<file path="src/rtl/mmu_alloc_client_arbiter_pkg.sv">
// Shared widths and defaults for the MMU alloc client arbiter.
// Mirrors the mmu_param.vh values the arbiter depends on.
package mmu_alloc_client_arbiter_pkg;

    localparam int REQ_ID_WIDTH        = 6;
    localparam int REQ_SIZE_TYPE_WIDTH = 2;
    localparam int ALL_PAGE_IDX_WIDTH  = 10;
    localparam int FAIL_REASON_WIDTH   = 2;

    localparam int NUM_CLIENTS_DEFAULT     = 4;
    localparam int CLIENT_ID_WIDTH_DEFAULT = 2;
    localparam int MAX_OUTSTANDING_DEFAULT = 4;
    localparam int CNT_WIDTH_DEFAULT       = 3;

endpackage

</file>
<file path="src/rtl/mmu_alloc_client_arbiter_rr_arbiter.sv">
// Combinational round-robin picker: searches from ptr_i upward, wrapping,
// and returns the first requester as a one-hot grant plus its index.
module mmu_alloc_client_arbiter_rr_arbiter #(
    parameter int N     = 4,
    parameter int IDX_W = 2
) (
    input  logic [N-1:0]     req_i,
    input  logic [IDX_W-1:0] ptr_i,
    output logic [N-1:0]     gnt_o,
    output logic [IDX_W-1:0] idx_o,
    output logic             any_o
);

    int pos;

    always_comb begin
        gnt_o = '0;
        idx_o = '0;
        any_o = 1'b0;
        pos   = 0;
        for (int k = 0; k < N; k++) begin
            pos = int'(ptr_i) + k;
            if (pos >= N) pos = pos - N;
            if (!any_o && req_i[pos]) begin
                any_o      = 1'b1;
                gnt_o[pos] = 1'b1;
                idx_o      = IDX_W'(pos);
            end
        end
    end

endmodule

</file>
<file path="src/rtl/mmu_alloc_client_arbiter.sv">
// Shares the MMU alloc request FIFO between clients, routes responses back,
// and tracks per-client outstanding requests for limiting and quiesce.
module mmu_alloc_client_arbiter
    import mmu_alloc_client_arbiter_pkg::*;
#(
    parameter int NUM_CLIENTS     = NUM_CLIENTS_DEFAULT,
    parameter int CLIENT_ID_WIDTH = CLIENT_ID_WIDTH_DEFAULT,
    parameter int MAX_OUTSTANDING = MAX_OUTSTANDING_DEFAULT,
    parameter int CNT_WIDTH       = CNT_WIDTH_DEFAULT,
    localparam int LID_W          = REQ_ID_WIDTH - CLIENT_ID_WIDTH
) (
    input  logic                                       clk,
    input  logic                                       rst_n,
    input  logic [NUM_CLIENTS-1:0]                     cli_alloc_valid,
    input  logic [NUM_CLIENTS*LID_W-1:0]               cli_alloc_local_id,
    input  logic [NUM_CLIENTS*REQ_SIZE_TYPE_WIDTH-1:0] cli_alloc_page_count,
    output logic [NUM_CLIENTS-1:0]                     cli_alloc_ready,
    output logic                                       alloc_req_push,
    output logic [REQ_ID_WIDTH-1:0]                    alloc_req_id,
    output logic [REQ_SIZE_TYPE_WIDTH-1:0]             alloc_req_page_count,
    input  logic                                       alloc_fifo_almost_full,
    input  logic                                       alloc_rsp_fifo_empty,
    output logic                                       alloc_rsp_pop,
    input  logic [REQ_ID_WIDTH-1:0]                    alloc_rsp_id,
    input  logic [ALL_PAGE_IDX_WIDTH-1:0]              alloc_rsp_page_idx,
    input  logic                                       alloc_rsp_fail,
    input  logic [FAIL_REASON_WIDTH-1:0]               alloc_rsp_fail_reason,
    output logic [NUM_CLIENTS-1:0]                     cli_rsp_valid,
    output logic [LID_W-1:0]                           cli_rsp_local_id,
    output logic [ALL_PAGE_IDX_WIDTH-1:0]              cli_rsp_page_idx,
    output logic                                       cli_rsp_fail,
    output logic [FAIL_REASON_WIDTH-1:0]               cli_rsp_fail_reason,
    input  logic                                       quiesce,
    output logic                                       quiesce_done,
    output logic                                       busy,
    output logic                                       err_underflow
);

    logic [NUM_CLIENTS-1:0]     eligible;
    logic [NUM_CLIENTS-1:0]     req_masked;
    logic [NUM_CLIENTS-1:0]     gnt;
    logic [CLIENT_ID_WIDTH-1:0] gnt_idx;
    logic                       gnt_any;
    logic                       grant_en;

    logic [CLIENT_ID_WIDTH-1:0] ptr_q, ptr_d;
    logic [CNT_WIDTH-1:0]       cnt_q [NUM_CLIENTS];
    logic [CNT_WIDTH-1:0]       cnt_d [NUM_CLIENTS];
    logic                       err_q, err_d;
    logic                       busy_c;

    logic                           push_q;
    logic [REQ_ID_WIDTH-1:0]        req_id_q;
    logic [REQ_SIZE_TYPE_WIDTH-1:0] req_pc_q;

    logic [CLIENT_ID_WIDTH-1:0]    rsp_cid;
    logic                          rsp_cid_ok;
    logic [NUM_CLIENTS-1:0]        rsp_valid_q, rsp_valid_d;
    logic [LID_W-1:0]              rsp_lid_q;
    logic [ALL_PAGE_IDX_WIDTH-1:0] rsp_page_q;
    logic                          rsp_fail_q;
    logic [FAIL_REASON_WIDTH-1:0]  rsp_reason_q;

    // The almost-full threshold already reserves the slot for next cycle's push.
    assign grant_en = !alloc_fifo_almost_full && !quiesce;

    always_comb begin
        eligible = '0;
        for (int i = 0; i < NUM_CLIENTS; i++) begin
            eligible[i] = cli_alloc_valid[i] && (cnt_q[i] < CNT_WIDTH'(MAX_OUTSTANDING));
        end
        req_masked = grant_en ? eligible : '0;
    end

    mmu_alloc_client_arbiter_rr_arbiter #(
        .N     (NUM_CLIENTS),
        .IDX_W (CLIENT_ID_WIDTH)
    ) u_rr (
        .req_i (req_masked),
        .ptr_i (ptr_q),
        .gnt_o (gnt),
        .idx_o (gnt_idx),
        .any_o (gnt_any)
    );

    assign cli_alloc_ready = gnt;
    assign ptr_d = !gnt_any ? ptr_q :
                   (gnt_idx == CLIENT_ID_WIDTH'(NUM_CLIENTS - 1)) ? '0 : gnt_idx + 1'b1;

    assign alloc_rsp_pop = !alloc_rsp_fifo_empty;
    assign rsp_cid       = alloc_rsp_id[REQ_ID_WIDTH-1 -: CLIENT_ID_WIDTH];
    assign rsp_cid_ok    = 32'(rsp_cid) < 32'(NUM_CLIENTS);

    always_comb begin
        rsp_valid_d = '0;
        if (alloc_rsp_pop && rsp_cid_ok) rsp_valid_d[rsp_cid] = 1'b1;
    end

    // A response with nothing outstanding for its client (or an unknown client)
    // means tracking was lost, e.g. across a reset; flag it and clamp at zero.
    always_comb begin
        err_d  = err_q;
        busy_c = 1'b0;
        if (alloc_rsp_pop && !rsp_cid_ok) err_d = 1'b1;
        for (int i = 0; i < NUM_CLIENTS; i++) begin
            cnt_d[i] = cnt_q[i];
            busy_c   = busy_c | (cnt_q[i] != '0);
            if (alloc_rsp_pop && rsp_cid_ok && rsp_cid == CLIENT_ID_WIDTH'(i)) begin
                if (cnt_q[i] == '0) err_d = 1'b1;
                if (!gnt[i] && cnt_q[i] != '0) cnt_d[i] = cnt_q[i] - 1'b1;
            end else if (gnt[i]) begin
                cnt_d[i] = cnt_q[i] + 1'b1;
            end
        end
    end

    always_ff @(posedge clk or negedge rst_n) begin
        if (!rst_n) begin
            ptr_q        <= '0;
            err_q        <= 1'b0;
            push_q       <= 1'b0;
            req_id_q     <= '0;
            req_pc_q     <= '0;
            rsp_valid_q  <= '0;
            rsp_lid_q    <= '0;
            rsp_page_q   <= '0;
            rsp_fail_q   <= 1'b0;
            rsp_reason_q <= '0;
            for (int i = 0; i < NUM_CLIENTS; i++) cnt_q[i] <= '0;
        end else begin
            ptr_q       <= ptr_d;
            err_q       <= err_d;
            push_q      <= gnt_any;
            rsp_valid_q <= rsp_valid_d;
            for (int i = 0; i < NUM_CLIENTS; i++) cnt_q[i] <= cnt_d[i];
            if (gnt_any) begin
                req_id_q <= {gnt_idx, cli_alloc_local_id[gnt_idx*LID_W +: LID_W]};
                req_pc_q <= cli_alloc_page_count[gnt_idx*REQ_SIZE_TYPE_WIDTH +: REQ_SIZE_TYPE_WIDTH];
            end
            if (alloc_rsp_pop) begin
                rsp_lid_q    <= alloc_rsp_id[LID_W-1:0];
                rsp_page_q   <= alloc_rsp_page_idx;
                rsp_fail_q   <= alloc_rsp_fail;
                rsp_reason_q <= alloc_rsp_fail_reason;
            end
        end
    end

    assign alloc_req_push       = push_q;
    assign alloc_req_id         = req_id_q;
    assign alloc_req_page_count = req_pc_q;
    assign cli_rsp_valid        = rsp_valid_q;
    assign cli_rsp_local_id     = rsp_lid_q;
    assign cli_rsp_page_idx     = rsp_page_q;
    assign cli_rsp_fail         = rsp_fail_q;
    assign cli_rsp_fail_reason  = rsp_reason_q;
    assign busy                 = busy_c;
    assign quiesce_done         = quiesce && !busy_c && !push_q;
    assign err_underflow        = err_q;

endmodule
</file>
<file path="config.mk">
export PLATFORM = sky130hd
export DESIGN_NAME = mmu_alloc_client_arbiter
export DESIGN_NICKNAME = d
export VERILOG_FILES = /design/src/rtl/mmu_alloc_client_arbiter_pkg.sv /design/src/rtl/mmu_alloc_client_arbiter_rr_arbiter.sv /design/src/rtl/mmu_alloc_client_arbiter.sv
export SDC_FILE = /design/constraint.sdc
export NUM_CORES = 1
export LEC_CHECK = 0
export CORE_ASPECT_RATIO = 1.4
export CORE_MARGIN = 5
export CORE_UTILIZATION = 52
export CTS_BUF_LIST = sky130_fd_sc_hd__clkbuf_4 sky130_fd_sc_hd__clkbuf_8
export DETAILED_ROUTE_END_ITERATION = 6
export PLACE_DENSITY = 0.94
export SETUP_SLACK_MARGIN = 0.05
export SYNTH_ARGS = -nofsm -noshare
export SYNTH_HDL_FRONTEND = slang
export SYNTH_SLANG_ARGS = --single-unit
</file>
<file path="constraint.sdc">
create_clock -name clk -period 9.87 [get_ports clk]
set_input_delay 2.4675 -clock clk [delete_from_list [all_inputs] [get_ports clk]]
set_output_delay 2.4675 -clock clk [all_outputs]
set_load 0.01 [all_outputs]
</file>
==> Word-level counts from Yosys, hierarchy flattened <==
Index checks and enable logic that the tools add are counted.
{ "word_totals": {"ff_bits": 45, "in_bits": 52, "elab_cells": 177, "output_inout_bits": 38} }
{ "classes": {"n_eq_ne": 8, "addsub": 16, "bitwise_logic": 6, "reduce_logical": 52, "shift": 2, "n_mux": 61, "n_lt_le_gt_ge": 18} }
{ "op_table": {"columns": ["operator", "n"], "rows": [
  [">= comparator 32 x 1 -> 1 bit, second input constant", 4],
  ["< comparator 32 x 4 -> 1 bit, second input constant", 4],
  ["two-way mux 32 bit", 4],
  [">= comparator 32 x 4 -> 1 bit, second input constant", 3],
  ["subtractor 32 x 4 -> 32 bit, second input constant", 3],
  ["two-way mux 3 bit", 12],
  ["two-way mux 1 bit", 25],
  ["two-way mux 4 bit", 6],
  ["logical AND 1 bit", 23],
  ["variable part select 16 x 5 -> 4 bit", 1],
  ["adder 3 x 1 -> 3 bit, second input constant", 4],
  ["zero test 1 bit", 12],
  ["zero test 3 bit", 4],
  ["< comparator 3 bit, second input constant", 4],
  ["bitwise OR 4 bit", 3],
  ["nonzero test 3 bit", 4],
  ["subtractor 3 x 1 -> 3 bit, second input constant", 4],
  ["demux 1 bit (select 2 bit)", 5],
  ["two-way mux 2 bit", 5],
  ["binary-select mux 1 bit (select 2 bit)", 4],
  ["inequality test 2 x 1 -> 1 bit, second input constant", 4],
  ["AND reduction 2 bit", 4],
  ["nonzero test 2 bit", 4],
  ["variable part select 8 x 4 -> 2 bit", 1],
  ["11 further kinds", 16]
]} }

==> Longest topological paths before layout <==
{ "logic_depth": {"word_depth": 20, "depth_mapped": 9, "ltp_nobuf": 8} }

==> Hierarchy <==
Synthesis repeated with hierarchy kept, for this count alone.
{ "unflattened": {"hier_cells": 244, "hier_area_um2": 2770.2} }
{ "modules_own_cells": {"columns": ["module", "cells_each", "instances", "seq_area_each_um2", "area_per_inst_um2"], "rows": [
  ["mmu_alloc_client_arbiter", 196, 1, 1126.1, 2313.5],
  ["mmu_alloc_client_arbiter_rr_arbiter", 48, 1, 0.0, 456.7]
]} }

==> Worst setup path after synthesis <==
Ideal clock, no wire load.
{ "synth_timing": {"kind": "in2out", "startpoint": "input alloc_fifo_almost_full", "endpoint": "output cli_alloc_ready[1]", "path_slack_ns": 3.112, "required_time_ns": 7.403, "n_path_buf": 1, "path_stages": 7, "t_arrival_ns": 4.291, "cell_sequence": "buf_2 or4b_4 mux4_2 nand3_1 a21oi_1 a221oi_2 inv_1"} }
{ "synth_via": {"elab_chain_cells": 16, "word_cells_on_any_way": 31, "classes_between": "mux: 20; bitwise: 3; reduce/logical: 8"} }
{ "synth_lines": {"columns": ["element", "line", "text"], "rows": [
  ["start: declaration", "mmu_alloc_client_arbiter.sv:21", "input logic alloc_fifo_almost_full,"],
  ["zero test 1 bit *", "mmu_alloc_client_arbiter.sv:65", "assign grant_en = !alloc_fifo_almost_full && !quiesce;"],
  ["logical AND 1 bit *", "mmu_alloc_client_arbiter.sv:65", null],
  ["two-way mux 4 bit *", "mmu_alloc_client_arbiter.sv:72", "req_masked = grant_en ? eligible : '0;"],
  ["binary-select mux 1 bit (select 2 bit)", "mmu_alloc_client_arbiter_rr_arbiter.sv:24", "if (!any_o && req_i[pos]) begin"],
  ["two-way mux 1 bit (not written as such) (2 in series)", "mmu_alloc_client_arbiter_rr_arbiter.sv:24", null],
  ["two-way mux 1 bit", "mmu_alloc_client_arbiter_rr_arbiter.sv:24", null],
  ["zero test 1 bit", "mmu_alloc_client_arbiter_rr_arbiter.sv:24", null],
  ["logical AND 1 bit", "mmu_alloc_client_arbiter_rr_arbiter.sv:24", null],
  ["two-way mux 1 bit", "mmu_alloc_client_arbiter_rr_arbiter.sv:24", null],
  ["zero test 1 bit", "mmu_alloc_client_arbiter_rr_arbiter.sv:24", null],
  ["logical AND 1 bit", "mmu_alloc_client_arbiter_rr_arbiter.sv:24", null],
  ["two-way mux 1 bit", "mmu_alloc_client_arbiter_rr_arbiter.sv:24", null],
  ["zero test 1 bit", "mmu_alloc_client_arbiter_rr_arbiter.sv:24", null],
  ["logical AND 1 bit", "mmu_alloc_client_arbiter_rr_arbiter.sv:24", null],
  ["two-way mux 4 bit *", "mmu_alloc_client_arbiter_rr_arbiter.sv:24", null],
  ["end: declaration", "mmu_alloc_client_arbiter.sv:17", "output logic [NUM_CLIENTS-1:0] cli_alloc_ready,"]
]} }
Every way passes the cells marked *; elsewhere a longest branch is shown, timed or not. The select of a mux whose other input is x is not followed.

==> Worst setup path after layout <==
{ "layout_timing": {"startpoint": "input quiesce", "endpoint": "output cli_alloc_ready[1]"} }
{ "layout_via": {"elab_chain_cells": 16, "word_cells_on_any_way": 31, "classes_between": "mux: 20; bitwise: 3; reduce/logical: 8"} }
{ "layout_lines": {"columns": ["element", "line", "text"], "rows": [
  ["start: declaration", "mmu_alloc_client_arbiter.sv:33", "input logic quiesce,"],
  ["zero test 1 bit *", "mmu_alloc_client_arbiter.sv:65", null],
  ["logical AND 1 bit *", "mmu_alloc_client_arbiter.sv:65", null],
  ["two-way mux 4 bit *", "mmu_alloc_client_arbiter.sv:72", null],
  ["binary-select mux 1 bit (select 2 bit)", "mmu_alloc_client_arbiter_rr_arbiter.sv:24", null],
  ["two-way mux 1 bit (not written as such) (2 in series)", "mmu_alloc_client_arbiter_rr_arbiter.sv:24", null],
  ["two-way mux 1 bit", "mmu_alloc_client_arbiter_rr_arbiter.sv:24", null],
  ["zero test 1 bit", "mmu_alloc_client_arbiter_rr_arbiter.sv:24", null],
  ["logical AND 1 bit", "mmu_alloc_client_arbiter_rr_arbiter.sv:24", null],
  ["two-way mux 1 bit", "mmu_alloc_client_arbiter_rr_arbiter.sv:24", null],
  ["zero test 1 bit", "mmu_alloc_client_arbiter_rr_arbiter.sv:24", null],
  ["logical AND 1 bit", "mmu_alloc_client_arbiter_rr_arbiter.sv:24", null],
  ["two-way mux 1 bit", "mmu_alloc_client_arbiter_rr_arbiter.sv:24", null],
  ["zero test 1 bit", "mmu_alloc_client_arbiter_rr_arbiter.sv:24", null],
  ["logical AND 1 bit", "mmu_alloc_client_arbiter_rr_arbiter.sv:24", null],
  ["two-way mux 4 bit *", "mmu_alloc_client_arbiter_rr_arbiter.sv:24", null]
]} }
Marks and branches as above.

==> key figures <==
Final layout
  • Final-layout fill cell count: 373
  • Inserted Diodes: 0
  • Proportion of layout cells with a drive suffix above 1: 12.98%
  • Number of nets in the layout: 402
  • Synth-to-layout area growth: 37.83%

Power and ir drop
  • Peak supply drop: 0.0001380 V
  • Switching power as a share of total power: 38.58%
  • Clock power share: 17.3%
  • Internal Pwr Total: 0.0005903 W
  • Post-route total power: 0.0009612 W
  • Cell area power density: 247.2 mW/mm²
  • Leakage power summed over all cells: 1.713 nW
  • Proportion of power drawn by flip-flops and latches: 31.3%
  • Sw power: 0.0003708 W
  • Portion of total power attributed to combinational logic: 51.4%

GRT
  • Maximum number of pins on one net before global-route repair: 46
  • First-pass GRT wire length: 12190 µm
  • Initial antenna violation count: 0
  • GRT Total Usage: 21.95%
  • Residual overflow from global routing: 0
  • Number of global-route vias before repair: 2565

CTS
  • Number of instances resized during post-cts repair: 0
  • CTS buffer count: 5
  • Hold-fix buffers, CTS: 0
  • Clock tree buffer depth: 2
  • Post-CTS setup buffers: 0
  • # clock sinks: 45
  • Clock tree root driver cell: sky130_fd_sc_hd__clkbuf_8
  • Clock Pin Slew Worst Setup and Hold Paths: 0.09 ns
  • Clock tree from TritonCTS: built
  • H-tree lvl count: 2
  • Later-pin clock latency in the skew report: 0.30 ns

STA
  • Crit share post-route: 81.73%
  • Final Critical Period: 8.067 ns
  • Maximum achievable frequency: 124.0 MHz
  • TNS Setup: 0 ns
  • Layout Skew: 0.01190 ns
  • Final hold vios: 0
  • Slew HR: 32.26%
  • Setup violation total in the final timing report: 0
  • Number of pins with negative max-slew slack in the final report: 0
  • Worst Tran Pin Value: 1.016 ns
  • Setup repair after global routing missed its margin: false

Placed design
  • HPWL after DPL: 5662 µm
  • Number of buffer cells added on primary ports: 89
  • Routability Congestion: 0.9170

Worst setup path
  • Top cell family by delay on the critical path: buffers and inverters
  • Reg2reg end: cnt_q[11]
  • Critical path endpoint category: output pin
  • Critical path startpoint: quiesce
  • Critical path fanouts, max: 10
  • CP Cell Sequence: clkdlybuf4s50_1 -> nor4b_1 -> mux4_2 -> a21oi_1 -> a221oi_2 -> inv_1 -> clkdlybuf4s50_1
  • Number of cells traversed by the worst register-to-register path: 8
  • Data arrival time at the worst-slack endpoint: 5.60 ns
  • Required time of the critical path: 7.40 ns
  • Cell repeated most along the worst path: sky130_fd_sc_hd__clkdlybuf4s50_1
  • Slowest cell on crit path: sky130_fd_sc_hd__nor4b_1
  • Worst reg2reg startpoint: ptr_q[0]
  • Slowest stage delay, CP: 0.86 ns
  • Category of the worst setup path launch point: input port
  • Buffers & Inverters on Critical Path: 3
  • Critical path class: input port to output pin
  • Setup slack of the most critical reg-to-reg path: 6.04 ns

Route
  • DRC Markers: 0
  • Drt first-iter violations: 198
  • Final routed wire length divided by cell count: 18.58 µm
  • Post-detailed-route via-to-cell ratio: 5.842
  • First-pass detailed-route iteration total: 4
  • Remaining number of nets flagged by the antenna check after routing: 0
  • Wire length reported by the detailed router: 7525 µm
  • Via count: 2366

Status
  • Result of the run: finished clean

Min path
  • Worst Hold Launch: alloc_req_id[5]
  • Worst Hold Endpoint: alloc_req_id[5]
  • Min-Delay Path Class: flip-flop to flip-flop
  • Hold-critical path depth: 2

Floorplan
  • I/O pin total: 90
  • Horizontal extent of the die: 72.26 µm
  • Area of the core: 0.005236 mm²
  • Initial Util: 53.88%
  • Die outline area: 0.007020 mm²
  • Die Y: 97.16 µm
  • Site Rows: 31

Synth
  • Area leader, netlist: sky130_fd_sc_hd__dfrtp_1
  • Number of enable flip-flop cells after synthesis: 0
  • Number of instances in the synthesized netlist: 249
  • Post-synth net total: 313
  • Number of warnings reported in the yosys synthesis log: 0
  • Netlist area before placement: 0.002821 mm²
  • Count of different cell masters after synthesis: 51
  • Number of register bits inferred by synthesis: 45
  • Post-Synthesis Mean Instance Area: 11.33 µm²
  • Top flip-flop cell by instance count after synthesis: sky130_fd_sc_hd__dfrtp_1
  • Share of the synthesized area in the top cell type: 39.91%
  • Synth area leaders: sky130_fd_sc_hd__dfrtp_1, sky130_fd_sc_hd__mux2i_1, sky130_fd_sc_hd__mux2_2
  • Async set-reset flop share out of synthesis: 100.0%
  • Sequential share of the synthesized area: 39.91%

Flow run
  • Max-cap viol count: 0
## cell families after synthesis
kind of cell,synth area share [%]
simple gates,12.68
compound gates,11.40
xor+xnor,3.770
buf+inv,4.434
mux,21.42
flops,39.91
fa+ha+maj,6.386
## power by group through the flow
stage	Combinational [W]	Clock [W]	Sequential [W]
6_report	0.000494	0.000166	0.000301
2_1_floorplan	0.000316	0	0.000299
4_1_cts	0.000494	0.000169	0.000301
5_1_grt	0.000533	0.000177	0.000310
3_3_place_gp	0.000470	0	0.000302
3_5_place_dp	0.000484	0	0.000304
## cell usage after synthesis, types with 2 or more instances
library cell / number
sky130_fd_sc_hd__nand2b_1: 3
sky130_fd_sc_hd__nor4b_2: 2
sky130_fd_sc_hd__a21oi_1: 11
sky130_fd_sc_hd__clkbuf_1: 4
sky130_fd_sc_hd__a2bb2oi_1: 5
sky130_fd_sc_hd__xor2_1: 3
sky130_fd_sc_hd__nor4_1: 2
sky130_fd_sc_hd__mux2_2: 18
sky130_fd_sc_hd__o221ai_1: 5
sky130_fd_sc_hd__fa_1: 4
sky130_fd_sc_hd__o31ai_1: 4
sky130_fd_sc_hd__mux4_2: 4
sky130_fd_sc_hd__nor4b_1: 2
sky130_fd_sc_hd__xnor2_1: 6
sky130_fd_sc_hd__ha_1: 8
sky130_fd_sc_hd__or4b_4: 2
sky130_fd_sc_hd__mux2i_1: 27
sky130_fd_sc_hd__dfrtp_1: 45
sky130_fd_sc_hd__a221oi_2: 2
sky130_fd_sc_hd__o21ai_0: 4
sky130_fd_sc_hd__or4b_1: 2
sky130_fd_sc_hd__nor3_1: 6
sky130_fd_sc_hd__nand2_1: 9
sky130_fd_sc_hd__a211o_1: 3
sky130_fd_sc_hd__or3_1: 2
sky130_fd_sc_hd__nor2_1: 12
sky130_fd_sc_hd__nand3_1: 9
sky130_fd_sc_hd__inv_1: 22
## layout make-up
cell class | count | area, µm² | share of cell area [%]
clock buffer | 5 | 68.82 | 1.770
sequential | 45 | 1126 | 28.96
multi-input combinational | 174 | 1570 | 40.38
tap | 66 | 82.58 | 2.124
timing repair buffer | 90 | 893.4 | 22.97
clock inverter | 3 | 65.06 | 1.673
inverter | 22 | 82.58 | 2.124
## metal layers
metal	track usage [%]	up-vias	wire length (µm)
met1	24.03	1169	2671
met3	4.658	16	457
li1	-	1087	-
met5	0	-	0
met4	7.525	0	167
met2	40.42	94	4228
## registers in the layout, summed over array words and instances (netlist names)
register              cells
cnt_q                    12
cli_rsp_page_idx         10
alloc_req_id              6
cli_rsp_local_id          4
cli_rsp_valid             4
alloc_req_page_count      2
cli_rsp_fail_reason       2
ptr_q                     2
alloc_req_push            1
cli_rsp_fail              1
err_underflow             1
## cells in the final DEF (no fill, tap or decap), types with 3 or more instances in the layout
| cell type | netlist | layout |
|---|---|---|
| sky130_fd_sc_hd__xnor2_1 | 6 | 6 |
| sky130_fd_sc_hd__clkdlybuf4s50_1 | 0 | 88 |
| sky130_fd_sc_hd__o21ai_0 | 4 | 4 |
| sky130_fd_sc_hd__fa_1 | 4 | 4 |
| sky130_fd_sc_hd__a2bb2oi_1 | 5 | 5 |
| sky130_fd_sc_hd__nand2b_1 | 3 | 3 |
| sky130_fd_sc_hd__dfrtp_1 | 45 | 45 |
| sky130_fd_sc_hd__o221ai_1 | 5 | 5 |
| sky130_fd_sc_hd__nand3_1 | 9 | 9 |
| sky130_fd_sc_hd__mux4_2 | 4 | 4 |
| sky130_fd_sc_hd__mux2_2 | 18 | 18 |
| sky130_fd_sc_hd__nand2_1 | 9 | 9 |
| sky130_fd_sc_hd__clkbuf_8 | 0 | 5 |
| sky130_fd_sc_hd__inv_1 | 22 | 22 |
| sky130_fd_sc_hd__a211o_1 | 3 | 3 |
| sky130_fd_sc_hd__o31ai_1 | 4 | 4 |
| sky130_fd_sc_hd__a21oi_1 | 11 | 11 |
| sky130_fd_sc_hd__ha_1 | 8 | 8 |
| sky130_fd_sc_hd__nor2_1 | 12 | 12 |
| sky130_fd_sc_hd__xor2_1 | 3 | 3 |
| sky130_fd_sc_hd__mux2i_1 | 27 | 27 |
| sky130_fd_sc_hd__nor3_1 | 6 | 6 |
## worst max-delay path by stage
stage / cells past startpoint / slack (ns) / end
6_report: 7 / 1.80 / cli_alloc_ready[1]
5_1_grt: 7 / 1.54 / cli_alloc_ready[1]
4_1_cts: 7 / 1.87 / cli_alloc_ready[1]
3_5_place_dp: 7 / 2.00 / cli_alloc_ready[1]
3_3_place_gp: 7 / 2.13 / cli_alloc_ready[1]
2_1_floorplan: 7 / 3.11 / cli_alloc_ready[1]
## metrics by stage
step                      cells  hold slack, ns  util [%]  area [µm²]  setup slack [ns]
after floorplan             249          0.4686         -        2821             3.112
after global placement      397          0.4587     71.71        3755             2.127
after detailed placement    397          0.4675     71.71        3755             2.004
after CTS                   405          0.4905     74.27        3889             1.872
after global routing        405          0.5137     74.27        3889             1.543
final                       405          0.4860     74.27        3889             1.803
## worst register-to-register path, cell delays in order (launching register included)
cell and delay, ns:
sky130_fd_sc_hd__dfrtp_1 0.83, sky130_fd_sc_hd__inv_1 0.37, sky130_fd_sc_hd__ha_1 0.53, sky130_fd_sc_hd__or3_1 0.42
sky130_fd_sc_hd__a2111oi_0 0.51, sky130_fd_sc_hd__o21a_1 0.37, sky130_fd_sc_hd__a21oi_1 0.19, sky130_fd_sc_hd__o31ai_1 0.37
sky130_fd_sc_hd__xor2_1 0.17
No activity file was read; power rests on OpenSTA's default activity.
==> patch (same flow settings) <==
Reset style: synchronous (`rst_n`), changed in one clocked block.
--- a/src/rtl/mmu_alloc_client_arbiter.sv
+++ b/src/rtl/mmu_alloc_client_arbiter.sv
@@ -115,5 +115,5 @@
     end
 
-    always_ff @(posedge clk or negedge rst_n) begin
+    always_ff @(posedge clk) begin
         if (!rst_n) begin
             ptr_q        <= '0;
Behaviour: differs if rst_n is asserted again (counterexample within 4 cycles, from zero or initial values and one cycle with rst_n low); with rst_n held inactive, the same outputs for 4 cycles.
==> patch against the unedited design <==
- final area is 3.1% lower
- non-clock buffer count is 2 higher
- count of clock-buffer cells in the layout stayed put
- sequential cell count stayed put
- area after synthesis is 1.8% lower
- critical path depth is 1 higher
- worst setup slack better by 130 ps
- wire length is 7.4% lower
- core utilization is 1.8 points lower
- critical path type unchanged
- largest cell class unchanged
Power is not compared: it rests on default switching activity, and its combinational part moved more than twofold at a synthesized area within 25%.
==> patch: results (changes against the unedited design) <==
- Complex-gate fraction of the synthesized area: 8.80% (was 11.4%)
- CP endpoint: cli_alloc_ready[2] (was cli_alloc_ready[1])
- Iter 0 DRT Violations: 155 (was 198)
- RR Startpoint: ptr_q[0] (unchanged)
- Area after DPL: 0.00368 sq mm (was 0.00375 sq mm)
- Clock-cell share of area: 2.39% (was 3.44%)
- Crit path DAT: 5470 ps (was 5600 ps)
- GRT Resource Usage Total: 20.3% (was 22.0%)
- R2R Setup Slk: 6360 ps (was 6040 ps)
- Hold Crit Class: flop to flop (unchanged)
- Status: finished clean (unchanged)
- Count leader, synth: dfxtp_1 (was dfrtp_1)
- Post-Syn Nets: 370 (was 313)
- Dpl hpwl: 5.44 mm (was 5.66 mm)
- Share of cells above drive strength 1: 7.95% (was 13.0%)
- Worst-Margin Slew: 1120 ps (was 1020 ps)
- Inverters: 21 (was 22)
- Data buffer area share: 24.2% (was 23.0%)
- Post-CTS setup buffer count: 0 (unchanged)
- Largest cells by area after synthesis: dfxtp_1 33%, mux2i_1 16%, nor2_1 5.6% (was dfrtp_1 40%, mux2i_1 9.6%, mux2_2 7.2%)
- WL final: 6.97 mm (was 7.53 mm)
- Placed Cells: 448 (was 397)
- Vias in the first global route: 2547 (was 2565)
- Crit Path Max Fanout: 9 (was 10)
- Ys flop type: dfxtp_1 (was dfrtp_1)
- Multiplexer share of the synthesized area: 22.1% (was 21.4%)
- Post-synth ARST share: 0% (was 100%)
- First-pass GRT wire length: 11.2 mm (was 12.2 mm)
- CTS sink cnt: 45 (unchanged)
- XOR/XNOR Fraction of Synth Area: 0.316% (was 3.77%)
- Largest net degree at the start of global routing: 35 (was 46)
- Vias/cell: 5.69 (was 5.84)
- Slowest cell on crit path: nor4b_2 (was nor4b_1)
- Fillers: 397 (was 373)
- Part of the Yosys area used for sequential elements: 32.5% (was 39.9%)
- Slowest stage delay, CP: 700 ps (was 860 ps)
- Worst slack, placed: 2000 ps (about the same)
- Routed via count: 2593 (was 2366)
- Hold Crit Start: alloc_req_id[4] (was alloc_req_id[5])
- Synthesized instance count: 306 (was 249)
- Clk_skew: 8.05 ps (was 11.9 ps)
- First-pass detailed-route iteration total: 5 (was 4)
- Fraction of area in multi-input gates: 45.2% (was 40.4%)
- Commonest cells post-synth: 45 x dfxtp_1, 44 x mux2i_1, 41 x nor2_1 (was 45 x dfrtp_1, 27 x mux2i_1, 22 x inv_1)
- FF-to-FF End: alloc_req_id[3] (was cnt_q[11])
- Root buf cell: clkbuf_8 (unchanged)
- Final setup margin: 1930 ps (was 1800 ps)
- Seq area share: 23.9% (was 29.0%)
- Adder-Cell Fraction of Synth Area: 6.50% (was 6.39%)
- Multi-In Gates: 224 (was 174)
## patch: how the worst min path moves through the flow
| stage | endpoint | depth (start not counted) | slack [ps] |
|---|---|---|---|
| after floorplan | cnt_q[0][1] | 2 | 450 |
| after global placement | alloc_req_id[4] | 2 | 440 |
| after detailed placement | alloc_req_id[4] | 2 | 450 |
| after CTS | alloc_req_id[4] | 2 | 470 |
| after global routing | alloc_req_id[0] | 2 | 500 |
| final | alloc_req_id[4] | 2 | 460 |
## patch: per-layer routing
layer  GRT usage (%)  wire length [um]
met1            21.9              2480
met2            36.8              3690
met3            5.69               601
met4            8.78               197
met5               0                 0
## patch: per-stage QoR
stage / utilization (%) / hold slack [ps]
6_report: 72.5 / 463
5_1_grt: 72.5 / 502
4_1_cts: 72.5 / 468
3_5_place_dp: 70.8 / 452
3_3_place_gp: 70.8 / 443
2_1_floorplan: - / 451
## patch: critical path, delay by kind of cell
family	cells	cell delay, ps
simple gates	3	1060
buf+inv	3	1210
compound gates	2	740
